### src/rtl/mode_switch_pkg.sv
// Shared types and constants for the mode switch controller.
package mode_switch_pkg;

  // Switch FSM states; RUN is the only state in which routing is live.
  typedef enum logic [1:0] {
    ST_RUN     = 2'd0,
    ST_QUIESCE = 2'd1,
    ST_FLUSH   = 2'd2,
    ST_COMMIT  = 2'd3
  } state_t;

  // Mode indices of the engines currently attached.
  localparam int unsigned ACQ       = 0;
  localparam int unsigned SCURVE    = 1;
  localparam int unsigned SWEEP_ACQ = 2;
  localparam int unsigned ADC       = 3;

  localparam int DEF_TIMEOUT_CYCLES = 4096;
  localparam int DEF_RESET_CYCLES   = 4;

  // Width of a counter that must reach the larger of two terminal counts.
  function automatic int cnt_width(input int a, input int b);
    return $clog2(((a > b) ? a : b) + 1);
  endfunction

endpackage

### src/rtl/mode_switch_ctrl_if.sv
// Engine-side bundle between the switch controller and the mode engines.
// Handshake: ModeData_en is a valid-only strobe; a word is transferred on
// every cycle its strobe is high, there is no ready/backpressure.
interface mode_switch_ctrl_if #(
  parameter int NUM_MODES = 4,
  parameter int DATA_W    = 16
);
  logic [NUM_MODES-1:0]        ModeStartStop;
  logic [NUM_MODES-1:0]        ModeBusy;
  logic [NUM_MODES-1:0]        ModeDone;
  logic [NUM_MODES-1:0]        ModeForceReset;
  logic [NUM_MODES*DATA_W-1:0] ModeData;
  logic [NUM_MODES-1:0]        ModeData_en;

  modport master (
    output ModeStartStop, ModeForceReset,
    input  ModeBusy, ModeDone, ModeData, ModeData_en
  );

  modport slave (
    input  ModeStartStop, ModeForceReset,
    output ModeBusy, ModeDone, ModeData, ModeData_en
  );
endinterface

### src/rtl/mode_switch_fsm.sv
// Switch sequencer: owns the committed mode, the pending mode and the
// shared quiesce/flush counter.
module mode_switch_fsm
  import mode_switch_pkg::*;
#(
  parameter int NUM_MODES      = 4,
  parameter int MODE_W         = $clog2(NUM_MODES),
  parameter int TIMEOUT_CYCLES = DEF_TIMEOUT_CYCLES,
  parameter int RESET_CYCLES   = DEF_RESET_CYCLES
) (
  input  logic              i_clk,
  input  logic              i_reset,
  input  logic [MODE_W-1:0] i_mode_select,
  input  logic              i_busy_active,
  output state_t            o_state,
  output logic [MODE_W-1:0] o_active_mode,
  output logic              o_switch_start,
  output logic              o_timeout
);

  localparam int CNT_W = cnt_width(TIMEOUT_CYCLES, RESET_CYCLES);

  state_t            r_state;
  state_t            w_next;
  logic [CNT_W-1:0]  r_cnt;
  logic [MODE_W-1:0] r_pending;
  logic [MODE_W-1:0] r_active;
  logic              r_timeout;
  logic              w_start;
  logic              w_tmo_hit;
  logic              w_flush_end;

  // Next-state decode; a busy drop wins over a coincident timeout.
  always_comb begin
    w_start     = (r_state == ST_RUN) && (i_mode_select != r_active) &&
                  (int'(i_mode_select) < NUM_MODES);
    w_tmo_hit   = (r_cnt == CNT_W'(TIMEOUT_CYCLES - 1));
    w_flush_end = (r_cnt == CNT_W'(RESET_CYCLES - 1));
    w_next      = r_state;
    case (r_state)
      ST_RUN:     if (w_start) w_next = ST_QUIESCE;
      ST_QUIESCE: if (!i_busy_active || w_tmo_hit) w_next = ST_FLUSH;
      ST_FLUSH:   if (w_flush_end) w_next = ST_COMMIT;
      ST_COMMIT:  w_next = ST_RUN;
      default:    w_next = ST_RUN;
    endcase
  end

  // State, counter (restarts on every state change), pending/active mode and sticky timeout.
  always_ff @(posedge i_clk) begin
    if (i_reset) begin
      r_state   <= ST_RUN;
      r_cnt     <= '0;
      r_pending <= '0;
      r_active  <= '0;
      r_timeout <= 1'b0;
    end else begin
      r_state <= w_next;
      if (w_next != r_state) begin
        r_cnt <= '0;
      end else if (r_state != ST_RUN) begin
        r_cnt <= r_cnt + 1'b1;
      end
      if (w_start) begin
        r_pending <= i_mode_select;
        r_timeout <= 1'b0;
      end
      if ((r_state == ST_QUIESCE) && i_busy_active && w_tmo_hit) begin
        r_timeout <= 1'b1;
      end
      if (r_state == ST_COMMIT) begin
        r_active <= r_pending;
      end
    end
  end

  assign o_state        = r_state;
  assign o_active_mode  = r_active;
  assign o_switch_start = w_start;
  assign o_timeout      = r_timeout;

endmodule

### src/rtl/mode_switch_ctrl.sv
// Registered mode switcher: routes USB start/stop, done and FIFO data to and
// from the committed engine, and sequences safe mode changes.
module mode_switch_ctrl
  import mode_switch_pkg::*;
#(
  parameter int NUM_MODES      = 4,
  parameter int MODE_W         = $clog2(NUM_MODES),
  parameter int DATA_W         = 16,
  parameter int TIMEOUT_CYCLES = DEF_TIMEOUT_CYCLES,
  parameter int RESET_CYCLES   = DEF_RESET_CYCLES
) (
  input  logic                 Clk,
  input  logic                 reset,
  input  logic [MODE_W-1:0]    ModeSelect,
  input  logic                 UsbStartStop,
  mode_switch_ctrl_if.master   eng,
  output logic [DATA_W-1:0]    UsbFifoData,
  output logic                 UsbFifoData_en,
  output logic                 TestDone,
  output logic [MODE_W-1:0]    ActiveMode,
  output logic                 SwitchBusy,
  output logic                 SwitchDone,
  output logic                 SwitchTimeout,
  output logic                 ModeError,
  output state_t               o_dbg_state
);

  state_t               w_state;
  logic [MODE_W-1:0]    w_active;
  logic                 w_switch_start;
  logic                 w_timeout;
  logic                 w_route;
  logic                 w_fwd;
  logic                 w_oor;
  logic [DATA_W-1:0]    w_lane;
  logic [NUM_MODES-1:0] w_force_reset;

  logic [NUM_MODES-1:0] r_start_stop;
  logic                 r_test_done;
  logic [DATA_W-1:0]    r_fifo_data;
  logic                 r_fifo_en;
  logic                 r_oor_d;
  logic                 r_mode_error;

  mode_switch_fsm #(
    .NUM_MODES      (NUM_MODES),
    .MODE_W         (MODE_W),
    .TIMEOUT_CYCLES (TIMEOUT_CYCLES),
    .RESET_CYCLES   (RESET_CYCLES)
  ) u_fsm (
    .i_clk          (Clk),
    .i_reset        (reset),
    .i_mode_select  (ModeSelect),
    .i_busy_active  (eng.ModeBusy[w_active]),
    .o_state        (w_state),
    .o_active_mode  (w_active),
    .o_switch_start (w_switch_start),
    .o_timeout      (w_timeout)
  );

  // Routing qualifiers; control is muted as soon as a switch is recognised,
  // while data keeps draining from the outgoing engine until FLUSH.
  always_comb begin
    w_route       = (w_state == ST_RUN) && !w_switch_start;
    w_fwd         = (w_state == ST_RUN) || (w_state == ST_QUIESCE);
    w_oor         = (int'(ModeSelect) >= NUM_MODES);
    w_lane        = eng.ModeData[int'(w_active)*DATA_W +: DATA_W];
    w_force_reset = '0;
    if (w_state == ST_FLUSH) w_force_reset[w_active] = 1'b1;
  end

  // One-cycle registered routing muxes and the out-of-range edge detector.
  always_ff @(posedge Clk) begin
    if (reset) begin
      r_start_stop <= '0;
      r_test_done  <= 1'b0;
      r_fifo_data  <= '0;
      r_fifo_en    <= 1'b0;
      r_oor_d      <= 1'b0;
      r_mode_error <= 1'b0;
    end else begin
      r_start_stop <= '0;
      if (w_route) r_start_stop[w_active] <= UsbStartStop;
      r_test_done <= w_route && eng.ModeDone[w_active];
      r_fifo_en   <= w_fwd && eng.ModeData_en[w_active];
      if (w_fwd && eng.ModeData_en[w_active]) r_fifo_data <= w_lane;
      r_oor_d      <= w_oor;
      r_mode_error <= (w_state == ST_RUN) && w_oor && !r_oor_d;
    end
  end

  assign eng.ModeStartStop  = r_start_stop;
  assign eng.ModeForceReset = w_force_reset;
  assign UsbFifoData        = r_fifo_data;
  assign UsbFifoData_en     = r_fifo_en;
  assign TestDone           = r_test_done;
  assign ActiveMode         = w_active;
  assign SwitchBusy         = (w_state != ST_RUN);
  assign SwitchDone         = (w_state == ST_COMMIT);
  assign SwitchTimeout      = w_timeout;
  assign ModeError          = r_mode_error;
  assign o_dbg_state        = w_state;

endmodule

### src/flat_wrapper.sv
// flat-port wrapper written by rule: the top's interface ports become plain ports
module mode_switch_ctrl_flat import mode_switch_pkg::*;
#(
  parameter int NUM_MODES      = 4,
  parameter int MODE_W         = $clog2(NUM_MODES),
  parameter int DATA_W         = 16,
  parameter int TIMEOUT_CYCLES = DEF_TIMEOUT_CYCLES,
  parameter int RESET_CYCLES   = DEF_RESET_CYCLES
)
  (Clk, reset, ModeSelect, UsbStartStop, UsbFifoData, UsbFifoData_en, TestDone, ActiveMode, SwitchBusy, SwitchDone, SwitchTimeout, ModeError, o_dbg_state, eng_ModeStartStop, eng_ModeForceReset, eng_ModeBusy, eng_ModeDone, eng_ModeData, eng_ModeData_en);
  mode_switch_ctrl_if #(.NUM_MODES(NUM_MODES), .DATA_W(DATA_W)) eng_i ();
  input  logic Clk;
  input  logic reset;
  input  logic [MODE_W-1:0] ModeSelect;
  input  logic UsbStartStop;
  output logic [DATA_W-1:0] UsbFifoData;
  output logic UsbFifoData_en;
  output logic TestDone;
  output logic [MODE_W-1:0] ActiveMode;
  output logic SwitchBusy;
  output logic SwitchDone;
  output logic SwitchTimeout;
  output logic ModeError;
  output state_t o_dbg_state;
  output wire logic [$bits(eng_i.ModeStartStop)-1:0] eng_ModeStartStop;
  output wire logic [$bits(eng_i.ModeForceReset)-1:0] eng_ModeForceReset;
  input wire logic [$bits(eng_i.ModeBusy)-1:0] eng_ModeBusy;
  input wire logic [$bits(eng_i.ModeDone)-1:0] eng_ModeDone;
  input wire logic [$bits(eng_i.ModeData)-1:0] eng_ModeData;
  input wire logic [$bits(eng_i.ModeData_en)-1:0] eng_ModeData_en;
  assign eng_ModeStartStop = eng_i.ModeStartStop;
  assign eng_ModeForceReset = eng_i.ModeForceReset;
  assign eng_i.ModeBusy = eng_ModeBusy;
  assign eng_i.ModeDone = eng_ModeDone;
  assign eng_i.ModeData = eng_ModeData;
  assign eng_i.ModeData_en = eng_ModeData_en;
  mode_switch_ctrl #(.NUM_MODES(NUM_MODES), .MODE_W(MODE_W), .DATA_W(DATA_W), .TIMEOUT_CYCLES(TIMEOUT_CYCLES), .RESET_CYCLES(RESET_CYCLES)) u_core (.Clk(Clk), .reset(reset), .ModeSelect(ModeSelect), .UsbStartStop(UsbStartStop), .eng(eng_i), .UsbFifoData(UsbFifoData), .UsbFifoData_en(UsbFifoData_en), .TestDone(TestDone), .ActiveMode(ActiveMode), .SwitchBusy(SwitchBusy), .SwitchDone(SwitchDone), .SwitchTimeout(SwitchTimeout), .ModeError(ModeError), .o_dbg_state(o_dbg_state));
endmodule
### config.mk
export PLATFORM = sky130hd
export DESIGN_NAME = mode_switch_ctrl_flat
export DESIGN_NICKNAME = d
export VERILOG_FILES = /design/src/rtl/mode_switch_pkg.sv /design/src/rtl/mode_switch_ctrl_if.sv /design/src/rtl/mode_switch_fsm.sv /design/src/rtl/mode_switch_ctrl.sv /design/src/flat_wrapper.sv
export SDC_FILE = /design/constraint.sdc
export NUM_CORES = 1
export LEC_CHECK = 0
export CAP_MARGIN = 5
export CORE_MARGIN = 4
export CORE_UTILIZATION = 36
export DETAILED_ROUTE_END_ITERATION = 16
export PLACE_DENSITY = 0.76
export SYNTH_ARGS = -nofsm -noshare
export SYNTH_HDL_FRONTEND = slang
export SYNTH_HIERARCHICAL = 1
export SYNTH_SLANG_ARGS = --single-unit
### constraint.sdc
create_clock -name Clk -period 1.8 [get_ports Clk]
set_input_delay 0.27 -clock Clk [delete_from_list [all_inputs] [get_ports Clk]]
set_output_delay 0.27 -clock Clk [all_outputs]
set_load 0.005 [all_outputs]
# --- Word level (Yosys, flattened, before mapping) ---
# Cells that the tools add are included.
classes:
  reduce_logical: 16
  n_lt_le_gt_ge: 2
  eq_ne: 7
  n_shift: 1
  bitwise_logic: 2
  n_addsub: 1
  mux: 15
ops:
  columns: ["op", "count"]
  rows:
  - ["$shiftx A64 B7 Y16", 1]
  - ["$add A13 B1 Y13 const B", 1]
  - ["$eq A13 B12 Y1 const B", 1]
  - ["$eq A13 B2 Y1 const B", 1]
  - ["$pmux W2 S4", 1]
  - ["$logic_and A1 B1 Y1", 7]
  - ["$bmux W1 S2", 3]
  - ["$mux W1", 6]
  - ["$mux W2", 3]
  - ["$and A4 B4 Y4", 1]
  - ["$eq A2 B2 Y1 const B", 2]
  - ["$mux W4", 1]
  - ["$ne A2 B2 Y1", 2]
  - ["$reduce_bool A2 Y1", 2]
  - ["$reduce_or A2 Y1", 2]
  - ["$lt A2 B3 Y1 const B", 1]
  - ["$demux W1 S2", 1]
  - ["$eq A2 B1 Y1 const B", 1]
  - ["$ge A2 B1 Y1 const B", 1]
  - ["$logic_not A1 Y1", 2]
  - ["$logic_not A2 Y1", 1]
  - ["$logic_or A1 B1 Y1", 2]
  - ["$not A1 Y1", 1]
word_totals:
  out_inout_bits: 34
  elab_cells: 53
  regBits: 42
  in_bits: 81

# --- Logic depth before layout (Yosys ltp) ---
depth:
  ltp_word: 8
  mapped_depth: 8
  mapped_depth_nobuf: 6

# --- By module ---
# Netlist, hierarchy kept.
modules_own_cells:
  columns: ["mod", "n_inst", "area_per_inst_um2", "seq_area_each_um2", "cells_each"]
  rows:
  - ["mode_switch_ctrl", 1, 1302.5, 440.4, 107]
  - ["mode_switch_fsm", 1, 987.2, 400.4, 111]

# --- Worst setup path before layout ---
# No wires, ideal clock.
synth_timing:
  path_kind: "flip-flop to flip-flop"
  startpoint: "register u_core.u_fsm.r_active[0], in the netlist u_core/u_fsm/o_active_mode[0]"
  endpoint: "register u_core.u_fsm.r_cnt[0]"
  synth_period_minus_slack_ps: 1931
  path_buffers: 2
  setup_time_ps: 122
  arrival_ps: 1809
  required_ps: 1678
  setup_slack_ps: -131
  path_stages_with_launch: 8
  cell_sequence: "dfxtp_1 buf_6 buf_4 mux4_2 nand2b_1 nor2_1 a21boi_1 o311a_1"
synth_via:
  elab_chain_cells: 8
  word_cells_on_any_way: 11
  cone_classes: "eq/ne (2); mux (5); reduce/logical (4)"
synth_rtl:
  columns: ["item", "line", "rtl"]
  rows:
  - ["start: declaration", "mode_switch_fsm.sv:27", "logic [MODE_W-1:0] r_active;"]
  - ["start signal: assignment", "mode_switch_fsm.sv:72", "r_active <= r_pending;"]
  - ["$bmux W1 S2", "mode_switch_ctrl.sv:54", ".i_busy_active (eng.ModeBusy[w_active]),"]
  - ["$mux W1 (implied by the code)", "mode_switch_ctrl.sv:54", null]
  - ["$logic_not A1 Y1", "mode_switch_fsm.sv:42", "ST_QUIESCE: if (!i_busy_active || w_tmo_hit) w_next = ST_FLUSH;"]
  - ["$logic_or A1 B1 Y1", "mode_switch_fsm.sv:42", null]
  - ["$mux W2", "mode_switch_fsm.sv:42", null]
  - ["$pmux W2 S4 *", "mode_switch_fsm.sv:40", "case (r_state)"]
  - ["$ne A2 B2 Y1 *", "mode_switch_fsm.sv:59", "if (w_next != r_state) begin"]
  - ["$reduce_or A2 Y1 (no line) *", null, null]
  - ["end signal: assignment", "mode_switch_fsm.sv:62", "r_cnt <= r_cnt + 1'b1;"]
  - ["end: declaration", "mode_switch_fsm.sv:25", "logic [CNT_W-1:0] r_cnt;"]
# Mark *: on every way between the ends. The rest lies on a longest branch, timed or not. The select of a mux whose other input is x is not followed.
# A chain may end at the register's enable or synchronous reset.

# --- Worst setup path in the final report ---
layout_timing:
  startpoint: "register u_core.u_fsm.r_state[0], in the netlist u_core/u_fsm/o_state[0]"
  endpoint: "output SwitchDone"
layout_via:
  elab_chain_cells: 1
layout_rtl:
  columns: ["item", "line", "rtl"]
  rows:
  - ["start: declaration", "mode_switch_fsm.sv:23", "state_t r_state;"]
  - ["start signal: assignment", "mode_switch_fsm.sv:58", "r_state <= w_next;"]
  - ["$eq A2 B2 Y1", "mode_switch_ctrl.sv:99", "assign SwitchDone = (w_state == ST_COMMIT);"]
  - ["end: declaration", "flat_wrapper.sv:21", "output logic SwitchDone;"]
# Every way passes these cells.

==> flow_summary.ini <==
[flow_run]
cap_viol_max_count = 0

[synth]
synth_cell_types = 46
synthFlopType = dfxtp_1
synth-edff-count = 0
avgSynthCellArea_um2 = 10.50
syn_area_um2 = 2290
yosysWarnings = 6
ys_seq_elements = 42
syn_inst = 218
async_flop_share_pct = 0
synth-seq-area-share_pct = 36.72
synthesis.nets = 300

[worst_setup_path]
max_stage_delay_ns = 0.50
crit_type = reg2out
cpLargestDelayFamily = buffers and inverters
cp.arrival_ns = 1.45
crit_chain = buf_4 -> and2_1 -> clkdlybuf4s50_1
critPathMaxFanout = 12
crit_path_start_kind = flop
worstPathRequired_ns = 1.53
crit_slowest_cell = clkdlybuf4s50_1
cp-end-kind = primary output
crit_buf_inv = 2
r2r_setup_slack_ns = 0.10

[finish]
area_growth_pct = 63.50
finish.instance_area_um2 = 3744
nFillCells = 512
fin_nets = 423
drive_gt1_share_pct = 17.25
final_cell_mix = 108 x clkdlybuf4s50_1, 39 x dfxtp_1, 37 x nor2_1
fin_util_pct = 61.77
num_antenna_cells = 0
final_common_cell = clkdlybuf4s50_1

[route]
antenna_left = 0
wirelength_um = 6573
drc_errors = 0
drt-initial-drc-count = 48
wl_per_cell_um = 15.76
dr.pass1.iters = 4
viasPerCell = 4.978
num_vias = 2076

[timing]
period_share_pct = 95.39
hold_viol = 0
drv_slew = 0
clock.fmax_mhz = 582.4
rsz0062_at_grt = false
clock_skew_ns = 0.007114
setup_viol = 0
period_minus_slack_ns = 1.717

[clock_tree]
h-tree-depth = 2
cts.path.max_buffers = 2
hold_buffers = 0
cts.sinks = 42
cts_tree = yes
numCtsBuffers = 5
clock_latency_ns = 0.30
cts.clk_slew.worst_paths_ns = 0.08
root_buffer = clkbuf_8

[placement]
hpwlAfterDp_um = 5259
io_buffers = 113
place_area_um2 = 3546
gp_congestion = 0.7884

[pwr]
irDropWorstVdd_mv = 0.3756
powerDensity_nw_per_um2 = 663.3
p_leak_nw = 1.401

[outcome]
outcome = finished clean

[global_routing]
grt_pass1_vias = 2073
track_usage_pct = 16.28
grt_first_pass_wirelength_um = 9694
grt_overflow = 0
grt_max_degree = 22
antenna_found_initial = 0

[floorplan]
start_util_pct = 37.78
rows = 28
dieWidth_um = 87.75
dieArea_um2 = 7700
die_y_um = 87.75
pin_count = 115
core_area_um2 = 6061

[min_path]
hold_class = reg2reg
[through the flow]
stage	instances	hold WS [ns]	total power [mW]	setup TNS [ns]	worst slack, ns
2_1_floorplan	218	0.4060	1.247	-0.02886	-0.02886
3_3_place_gp	406	0.4498	1.573	-0.4251	-0.08744
3_5_place_dp	406	0.4572	1.583	-1.052	-0.1249
4_1_cts	415	0.4658	2.498	0	0.01138
5_1_grt	417	0.4776	2.608	0	0.004907
6_report	417	0.4662	2.483	0	0.08302
[synthesized netlist by cell type (4+ instances only)]
cell type	n	area, um2
inv_1	4	15.01
nand3_1	6	30.03
buf_2	5	25.02
dfxtp_1	42	840.8
mux2i_1	18	180.2
nor2_1	37	138.9
nand2b_1	5	31.28
o21ai_0	5	25.02
buf_6	4	45.04
nor3_1	4	20.02
a21oi_1	6	30.03
mux4_2	16	360.4
xor2_1	9	78.83
nand2_1	14	52.55
[where the power goes]
group	internal, mW	total, mW	switching [mW]	leakage (nW)
combinational	0.369	0.568	0.199	0.984
sequential	0.970	0.996	0.0256	0.345
clock	0.592	0.919	0.328	0.0714
total	1.93	2.48	0.553	1.40
[final cells by class]
class,instances,area [um2],share of cell area [%]
repair buffers,129,1294,34.56
flip-flops and latches,42,852.1,22.76
multi-input cells,158,1343,35.86
well taps,75,93.84,2.507
clock buffers,6,82.58,2.206
clock inverters,2,60.06,1.604
inverters,5,18.77,0.5013
[state kept, by name, indices dropped and copies added, names as in the netlist]
signal / cells
u_core/UsbFifoData_en: 1
u_core/u_fsm/o_active_mode: 2
u_core/u_fsm/o_timeout: 1
u_core/u_fsm/o_state: 2
u_core/u_fsm/r_cnt: 13
u_core/u_fsm/r_pending: 2
u_core/UsbFifoData: 16
u_core/TestDone: 1
u_core/eng.ModeStartStop: 4
[worst paths after layout]
check / endpoint / from / cells past startpoint
setup reg to reg: u_core/u_fsm/r_cnt[0]$_SDFFE_PP0N_ / u_core/u_fsm/o_active_mode[0]$_SDFFE_PP0N_ / 5
hold reg to reg: u_core/u_fsm/o_active_mode[1]$_SDFFE_PP0N_ / u_core/u_fsm/r_pending[1]$_SDFFE_PP0P_ / 2
hold / removal: u_core/u_fsm/o_active_mode[1]$_SDFFE_PP0N_ / u_core/u_fsm/r_pending[1]$_SDFFE_PP0P_ / 2
setup / recovery: SwitchDone / u_core/u_fsm/o_state[0]$_SDFF_PP0_ / 3
[tightest hold or removal path, cell delays in order (launching register included)]
cell,delay (ns)
dfxtp_1,0.32
nand3_1,0.06
a21oi_1,0.05
[metal layers]
metal,track usage [%],wire length [um],up-vias
met4,4.881,87,0
met5,0,0,-
met1,18.06,2575,962
li1,-,-,1018
met2,28.56,3126,87
met3,6.585,783,9
[timing repair]
item,in CTS,in global routing
endpoints found under the setup margin,5,9
buffers inserted,1,1
pin swaps,0,2
hold endpoints to repair,0,0
gates resized for setup,10,5
cloned,0,1
[logic make-up after synthesis]
family / count (synthesis) / synth area share (%)
and+or+nand+nor: 85 / 18.96
DFF: 42 / 36.72
muxes: 36 / 25.90
AOI/OAI and AO/OA: 22 / 7.377
buffers and inverters: 19 / 5.737
xor gates and xnor gates: 12 / 4.591
adders and majority gates: 1 / 0.5464
other: 1 / 0.1638
(Power assumes the default switching activity.)
==> patch, RTL diff (config.mk and constraints unchanged) <==
The package constant `DEF_TIMEOUT_CYCLES` goes from 4096 to 8192.
--- a/src/rtl/mode_switch_pkg.sv
+++ b/src/rtl/mode_switch_pkg.sv
@@ -16,5 +16,5 @@
   localparam int unsigned ADC       = 3;
 
-  localparam int DEF_TIMEOUT_CYCLES = 4096;
+  localparam int DEF_TIMEOUT_CYCLES = 8192;
   localparam int DEF_RESET_CYCLES   = 4;
 
Behaviour: no difference found for any inputs over 10 cycles, from zero or initial values and one cycle with reset high; that may be too few to reach the edited logic, so the function may still have changed.
==> patch against the unedited design <==
  * Power decreased by 9.1%
  * Area after synthesis increased by 1.2%
  * Design area increased by 5.1%
  * Critical path type is now reg -> reg
  * Largest cell class is now buffers
  * Highest routed layer unchanged
  * Via count increased by 9.1%
  * Global-route usage increased by 2.3 points
  * Routed wire length increased by 17%
  * Clock skew increased by 0.0015 ns
  * Setup slack got worse by 0.065 ns
  * Largest power group unchanged
  * Sequential cell count increased by 1
==> patch: results (changes against the unedited design) <==
detailed_routing:
  via_count: 2264  # +9.1%
  drt-total-wl_mm: 7.66  # +17%
  met3WireLength_um: 713  # -8.9%
  initialDrtViolationCount: 62  # +29%
  drt-met1-wl_mm: 2.91  # +13%
  met2_length_mm: 3.98  # +27%
  viasPerCell: 5.18  # +4.1%
power_and_ir_drop:
  vdd_drop_max_v: 0.000439  # +17%
  leakage_nw: 1.47  # +5.0%
  intPower_mw: 1.66  # -14%
place:
  gp_congestion: 0.793  # +0.53%
  place_ws_ns: -0.190  # -0.0650 ns
  portBuffers: 113  # unchanged
  place_area_um2: 3630  # +2.4%
  dp.final_hpwl_mm: 5.57  # +5.9%
sta:
  fin_worst_skew_ns: 0.00858  # +0.00147 ns
  fin_hold_ws_ns: 0.462  # -0.00408 ns
synth:
  synth.area.top_cells: "dfxtp_1, mux4_2, mux2i_1"
  ys_seq_area_frac: 0.371  # +0.00428
  ys_types: 43  # -6.5%
  synthCells: 223  # +2.3%
  syn-num-nets: 305  # +1.7%
  netlist_top_cells_count: "dfxtp_1, nor2_1, mux2i_1"
worst_setup_path:
  crit_path_top_delay_cell: "mux4_2"
  crit_path_max_fanout: 6  # -6
  reg2reg_depth: 6  # +1
  reg2reg_to: "u_core/u_fsm/r_cnt[12]"
global_routing:
  grt_max_degree: 18  # -18%
  track_usage: 0.186  # +0.0232
  grt_pass1_wl_mm: 11.2  # +15%
run_status:
  status: "finished clean"
worst_hold_path:
  min_from: "u_core/u_fsm/r_pending[0]"
-- patch: cell types whose count changed after synthesis, sizes merged, moves of 2 or more --
cell | unedited run | this run
a21oi | 7 | 16
nor2 | 39 | 31
xnor2 | 3 | 9
nand2 | 15 | 10
o21ai | 7 | 2
nor4 | 2 | 6
xor2 | 9 | 5
mux2i | 18 | 21
nand3 | 7 | 4
nor3 | 5 | 8
a21boi | 2 | 0
a31oi | 0 | 2
nand3b | 0 | 2
-- patch: cells by family (layout without fill, tap and decap cells) --
| kind of cell | count (synthesis) | after routing | share of synthesized area |
|---|---|---|---|
| muxes | 39 | 39 | 0.269 |
| other | 1 | 1 | 0.00162 |
| xor gates and xnor gates | 14 | 14 | 0.0529 |
| buffers and inverters | 22 | 161 | 0.0599 |
| AOI/OAI and AO/OA | 26 | 26 | 0.0697 |
| DFF | 43 | 43 | 0.371 |
| and+or+nand+nor | 77 | 77 | 0.170 |
| adders and majority gates | 1 | 1 | 0.00540 |
-- patch: what timing repair did --
item,CTS,global route
gates resized for setup,12,14
setup buffers,4,3
pin swaps,1,2
endpoints found under the setup margin,7,28
cloned,1,2
-- patch: per-layer routing --
metal / GRT usage / vias up
met3: 0.0419 / 4
met5: 0 / -
met2: 0.345 / 88
met1: 0.213 / 1088
li1: - / 1084
met4: 0.0549 / 0
-- patch: worst max path at each step --
stage,startpoint,end,slack (ns),depth (start not counted)
floorplan,u_core/u_fsm/o_active_mode[1],u_core/u_fsm/r_cnt[0],0.005,7
global placement,eng_ModeBusy[3],u_core/u_fsm/r_cnt[12],-0.11,5
detailed placement,eng_ModeBusy[1],u_core/u_fsm/r_cnt[0],-0.19,6
CTS,u_core/u_fsm/o_state[0],eng_ModeForceReset[3],0.004,3
global route,u_core/u_fsm/o_active_mode[0],u_core/u_fsm/r_cnt[12],-0.03,6
finish,u_core/u_fsm/o_active_mode[0],u_core/u_fsm/r_cnt[12],0.02,6
-- patch: cell type report --
type	instances	area, µm²
Clock buffer	5	68.8
Clock inverter	3	23.8
Fill cell	471	2160
Inverter	6	22.5
Multi-Input combinational cell	158	1350
Sequential cell	43	878
Tap cell	75	93.8
Timing Repair Buffer	147	1500
-- patch: power by group through the flow --
stage | Sequential, mW | Clock (mW) | Combinational (mW)
6_report | 1.03 | 0.641 | 0.582
5_1_grt | 1.04 | 0.700 | 0.621
4_1_cts | 1.03 | 0.665 | 0.537
3_5_place_dp | 1.05 | 0 | 0.530
3_3_place_gp | 1.05 | 0 | 0.519
2_1_floorplan | 1.05 | 0 | 0.212
-- patch: worst max-delay path, delay by kind of cell, from the launching register on --
family                 cells  cell delay (ns)
flip-flops                 1             0.37
multiplexers               1             0.53
AO/OA/AOI/OAI              1             0.22
AND/OR/NAND/NOR            2             0.27
buffers and inverters      2             0.29
